`src/rtl/payment_change_unit.sv`:
```
// Vending-machine payment datapath: accumulates cash or credit against the selected price,
// runs the vend/cancel handshakes, splits change into coin counts and provides a latch clock gate.
module payment_change_unit #(
    parameter int NUM_ITEMS = 8,
    parameter int PRICE_W   = 8
) (
    input  logic                         clk2,
    input  logic                         rst,
    input  logic                         clk_en,
    output logic                         gclk,
    input  logic [1:0]                   state,
    input  logic                         cancelled,
    input  logic                         payment_method,
    input  logic [NUM_ITEMS*PRICE_W-1:0] cost,
    input  logic [3:0]                   cur_index,
    input  logic [8:0]                   cred_balance,
    input  logic                         dollar,
    input  logic                         quarter,
    input  logic                         dime,
    input  logic                         nickel,
    input  logic                         reduce_inventory_done,
    input  logic                         change_state_done,
    output logic                         reduce_inventory,
    output logic [8:0]                   change,
    output logic                         cancelled_done,
    output logic                         change_state,
    output logic [4:0]                   quarter_o,
    output logic [4:0]                   dime_o,
    output logic [4:0]                   nickel_o
);

    typedef enum logic [1:0] {
        ST_SELECT = 2'b00,
        ST_PAY    = 2'b01,
        ST_VEND   = 2'b10,
        ST_CANCEL = 2'b11
    } machine_state_t;

    typedef enum logic [1:0] {
        V_IDLE,
        V_REQ,
        V_HOLD
    } vend_state_t;

    localparam logic [8:0] BAL_MAX = 9'd511;

    logic [3:0]         idx;
    logic [PRICE_W-1:0] price_slot;
    logic [8:0]         price;
    logic [8:0]         balance;
    logic [8:0]         coin_val;
    logic [8:0]         pay_in;
    logic [9:0]         raw_sum;
    logic [8:0]         bal_sum;
    logic [8:0]         rem25;
    logic               cash;
    logic               in_pay;
    logic               in_vend;
    logic               cancel_req;
    logic               cancel_prev;
    logic               cancel_edge;
    logic               vend_load;
    logic               pay_ok;
    logic               en_latch;
    vend_state_t        vstate;
    vend_state_t        vnext;

    // Only the low index bits select a slot; the mask keeps the upper bit harmless.
    assign idx        = cur_index & 4'(NUM_ITEMS - 1);
    assign price_slot = PRICE_W'(cost >> (idx * PRICE_W));
    assign price      = 9'(price_slot);

    always_comb begin
        coin_val = '0;
        if (dollar)  coin_val = coin_val + 9'd100;
        if (quarter) coin_val = coin_val + 9'd25;
        if (dime)    coin_val = coin_val + 9'd10;
        if (nickel)  coin_val = coin_val + 9'd5;
    end

    assign cash    = !payment_method;
    assign pay_in  = cash ? coin_val : '0;
    assign raw_sum = {1'b0, balance} + {1'b0, pay_in};
    assign bal_sum = raw_sum[9] ? BAL_MAX : raw_sum[8:0];

    assign in_pay      = (state == ST_PAY);
    assign in_vend     = (state == ST_VEND);
    assign cancel_req  = (cancelled || state == ST_CANCEL) && !in_vend;
    assign cancel_edge = cancel_req && !cancel_prev;
    assign vend_load   = (vstate == V_REQ) && reduce_inventory_done;
    assign pay_ok      = cash ? (balance >= price) : (cred_balance >= price);

    always_ff @(posedge clk2) begin
        if (rst) begin
            balance        <= '0;
            change         <= '0;
            change_state   <= 1'b0;
            cancelled_done <= 1'b0;
            cancel_prev    <= 1'b0;
        end else begin
            cancel_prev    <= cancel_req;
            cancelled_done <= cancel_edge;
            if (cancel_req) begin
                // Refund loads once per cancel; a held cancel only keeps the balance cleared.
                balance      <= '0;
                change_state <= 1'b0;
                if (cancel_edge) change <= bal_sum;
            end else if (vend_load) begin
                balance      <= '0;
                change       <= (cash && balance >= price) ? (balance - price) : '0;
                change_state <= 1'b0;
            end else begin
                if (in_pay && cash && coin_val != '0) begin
                    balance <= bal_sum;
                    // An empty balance means this is the transaction's first coin.
                    if (balance == '0) change <= '0;
                end
                if (!in_pay)
                    change_state <= 1'b0;
                else if (change_state && change_state_done)
                    change_state <= 1'b0;
                else if (pay_ok)
                    change_state <= 1'b1;
            end
        end
    end

    always_ff @(posedge clk2) begin
        if (rst) vstate <= V_IDLE;
        else     vstate <= vnext;
    end

    always_comb begin
        vnext            = vstate;
        reduce_inventory = 1'b0;
        unique case (vstate)
            V_IDLE: if (in_vend) vnext = V_REQ;
            V_REQ: begin
                reduce_inventory = 1'b1;
                if (reduce_inventory_done) vnext = V_HOLD;
            end
            // Wait for the machine to leave VEND so one vend never decrements twice.
            V_HOLD:  if (!in_vend) vnext = V_IDLE;
            default: vnext = V_IDLE;
        endcase
    end

    assign rem25     = change % 9'd25;
    assign quarter_o = rst ? '0 : 5'(change / 9'd25);
    assign dime_o    = rst ? '0 : 5'(rem25 / 9'd10);
    assign nickel_o  = rst ? '0 : 5'((rem25 % 9'd10) / 9'd5);

    // Enable is only transparent while clk2 is low, so gclk high phases are never cut short.
    always_latch begin
        if (!clk2) en_latch = clk_en;
    end

    assign gclk = clk2 & en_latch;

endmodule

```
`config.mk`:
```
export PLATFORM = sky130hd
export DESIGN_NAME = payment_change_unit
export DESIGN_NICKNAME = d
export VERILOG_FILES = /design/src/rtl/payment_change_unit.sv
export SDC_FILE = /design/constraint.sdc
export NUM_CORES = 1
export LEC_CHECK = 0
export ABC_AREA = 1
export CELL_PAD_IN_SITES_DETAIL_PLACEMENT = 0
export CELL_PAD_IN_SITES_GLOBAL_PLACEMENT = 1
export CORE_ASPECT_RATIO = 1.4
export CORE_MARGIN = 2
export CORE_UTILIZATION = 36
export CTS_BUF_LIST = sky130_fd_sc_hd__clkbuf_8
export CTS_CLUSTER_SIZE = 30
export DETAILED_ROUTE_END_ITERATION = 7
export GPL_ROUTABILITY_DRIVEN = 1
export GPL_TIMING_DRIVEN = 0
export PLACE_DENSITY_LB_ADDON = 0.05
export SLEW_MARGIN = 20
export SYNTH_ARGS = -nofsm -noshare
export SYNTH_HDL_FRONTEND = slang
export SYNTH_SLANG_ARGS = --single-unit
```
`constraint.sdc`:
```
create_clock -name clk2 -period 11.2 [get_ports clk2]
set_input_delay 3.36 -clock clk2 [delete_from_list [all_inputs] [get_ports clk2]]
set_output_delay 3.36 -clock clk2 [all_outputs]
set_load 0.03 [all_outputs]
```
# Word-level counts from Yosys, hierarchy flattened
# Cells that the tools add are included.
# classes
magnitude_cmp,2
div_mod_pow,5
shifts,1
bitwise_logic,2
addsub,5
eq_ne,9
n_reduce_logical,20
mux,22
# ops
operator,count
$mux 9,10
$shr 64x6->8,1
$ge 9x8->1,2
$mux 5,3
$add 9x9->10,1
$add 9x3->9 const B,1
$add 9x4->9 const B,1
$div 9x3->9 const B,1
$div 9x4->9 const B,1
$div 9x5->9 const B,1
$logic_not 9->1,1
$mod 9x4->9 const B,1
$mod 9x5->9 const B,1
$reduce_bool 9->1,1
$sub 9x8->9,1
$add 7x5->8 const B,1
$mux 8,1
$logic_and 1x1->1,7
$mux 7,1
$eq 2x2->1 const B,3
$mux 2,3
$ne 2x2->1 const B,3
$pmux 2 s3,1
$reduce_and 3->1,2
11 further kinds,17
# totals
out_inout_bits,28
ff_bits,23
wordCells,73
latchBits,1
input_bits,90

# Depth between registers and ports, before layout
# logic_depth
word_depth,12
ltp_mapped,76
ltp_nobuf,76

==> results.toml <==
[cells_and_area]
regArea_sq_um = 492
fillCellCount = 1353
final_common_cell = "clkdlybuf4s50_1"
postLayoutCoreUtil_pct = 51.5
num_antenna_cells = 0
layout_common_cells = "113 x clkdlybuf4s50_1, 108 x nand2_1, 101 x inv_1, 89 x nor2_1, 73 x o21ai_0"
drive_gt1_share_pct = 18.6
multi_input_area_sq_mm = 0.00395
nNetsFinal = 1064
syn2layout_area_growth_pct = 39.0

[sta]
clock_skew_ns = 0.0161
drv_slew = 0
max_freq_mhz = 93.8
worstMarginPinSlew_ns = 0.854
relSlewSlack_pct = 42.5
finalHoldViolations = 0
period_needed_ns = 10.66
finalSetupViolations = 0
period_share_pct = 95.1

[die]
fp.dieW_microns = 102
coreArea_sq_mm = 0.0129
start_util_pct = 37.1
die-area_sq_mm = 0.0143
io_pins = 118
die-height_microns = 141
fp-row-count = 49

[critical_path]
cp-end-kind = "output port"
critical_path.slowest_cell = "dfxtp_4"
r2r-end = "change[7]"
r2r_cells = 17
regToRegSetupSlack_ns = 7.95
crit_fanout = 7
cp.arrival_ns = 7.30
critical_path_class = "reg2out"
r2r_start = "balance[2]"
startpoint_type = "register"
cp_common_cell = "nand2_2"
cpPeakStageDelay_ns = 0.41
crit_required_ns = 7.84

[global_routing]
grt_pass1_vias = 5461
antenna_found_initial = 0
track_usage_pct = 21.0
grt_pass1_wl_mm = 24.6
grt_remaining_overflow = 0
grt_max_degree = 15

[route]
drt-initial-drc-count = 142
firstDrtPassIters = 5
wire_per_inst_microns = 13.7
drc = 0
vias = 5629
totalWireLength_mm = 15.2
detail-route-antenna-nets = 0
vias_per_cell = 5.09

[min_path]
min_to = "cancelled_done"
hp-start = "cancel_prev"
hold_class = "reg2reg"
worstHoldPathCells = 1

[synthesis]
yosysUniqueCellTypes = 51
synth_warnings = 0
synth_top_cell_by_area = "ha_1"
syn-num-nets = 915
synthArstFlopShare_pct = 0
synth_top_area_share_pct = 11.2
syn_area_sq_mm = 0.00479
netlist_top_cells_area = "ha_1 11%, dfxtp_1 9.6%, nand2_1 9.6%"
ys.flop_type = "dfxtp_1"
synth_edf_count = 0
synthCells = 780
avgSynthCellArea_sq_um = 6.15
ys_seq_elements = 24

[flow_run]
max-cap-violations = 0

[status]
outcome = "complete, no violations"

[place]
place_congestion = 0.866
io_buffers = 115
dp_hpwl_mm = 12.5

[cts]
clkTransAtPathRegs_ns = 0.08
cts_tree = "yes"
cts_hold_buf = 0
clk_latency_ns = 0.38
synthesized netlist by cell type, types with 3 or more instances:
cell type and instances:
a211oi_1 4, a21oi_1 42, a221oi_1 3, a31oi_1 8
clkbuf_1 13, dfxtp_1 23, ha_1 43, inv_1 111
inv_2 12, nand2_1 122, nand2_2 30, nand2_4 14
nand3_1 56, nand3_2 8, nand3_4 6, nand4_1 21
nand4_2 4, nor2_1 92, nor2_2 3, nor2_4 3
nor3_1 7, nor4_1 3, o211ai_1 3, o21ai_0 75
o21ai_1 6, o221ai_1 8, o22ai_1 9, or2_2 5
xnor2_1 3, xor2_1 17
layer usage:
layer  up-vias  share of wire (%)  global-route usage, %  routed length [microns]
met5         -                  0                      0                        0
met4         0                2.4                   6.69                      371
met3        29                3.4                   3.34                      516
met2       133                 54                   40.0                     8250
met1      2556                 40                   22.9                     6020
li1       2911                  -                      -                        -
cell families after synthesis:
family,share of synthesized area [%]
compound gates,20.4
simple gates,42.0
xor+xnor,4.57
latches,0.313
buf+inv,11.1
fa+ha+maj,12.1
flops,9.60
state kept, by name (all words and copies together), names as in the netlist:
| name | count |
|---|---|
| cancelled_done | 1 |
| change_state | 1 |
| balance | 9 |
| en_latch | 1 |
| vstate | 2 |
| change | 9 |
| cancel_prev | 1 |
metrics by stage:
stage / TNS, ns / cell area, sq um / hold slack [ns] / setup slack [ns] / std cells
final: 0 / 6660 / 0.447 / 0.544 / 1106
after global routing: -0.0815 / 6660 / 0.460 / -0.0815 / 1106
after CTS: 0 / 6330 / 0.446 / 0.0233 / 1083
after detailed placement: -0.262 / 6170 / 0.434 / -0.262 / 1073
after global placement: -0.150 / 6170 / 0.429 / -0.150 / 1073
after floorplan: 0 / 4790 / 0.398 / 1.11 / 780
area by class of cell:
cell class,count,area share (%)
plain buffers,14,0.845
well taps,178,3.34
repair buffers,140,20.1
clock inverters,2,0.507
flip-flops and latches,24,7.38
multi-input cells,616,59.3
inverters,125,7.17
clock buffers,7,1.39
worst max-delay path by stage:
| stage | start | to | slack [ns] |
|---|---|---|---|
| 6_report | change[5] | nickel_o[0] | 0.54 |
| 5_1_grt | change[8] | nickel_o[0] | -0.08 |
| 4_1_cts | change[6] | nickel_o[0] | 0.02 |
| 3_5_place_dp | change[5] | nickel_o[0] | -0.26 |
| 3_3_place_gp | change[5] | nickel_o[0] | -0.15 |
| 2_1_floorplan | change[7] | nickel_o[0] | 1.11 |
worst max-delay path: cells and delay by family (launching register included):
family	cells	cell delay, ns
xor+xnor	1	0.21
flops	1	0.41
fa+ha+maj	4	0.78
buf+inv	12	0.89
compound gates	1	0.08
simple gates	48	4.50
what timing repair did:
action	4_1_cts	5_1_grt
pin swaps	2	30
buffers inserted	3	23
endpoints found under the setup margin	2	3
gates resized for setup	16	57
Power is not shown: default switching activity piles up to over one toggle a cycle in this logic, so the estimate is an artifact.
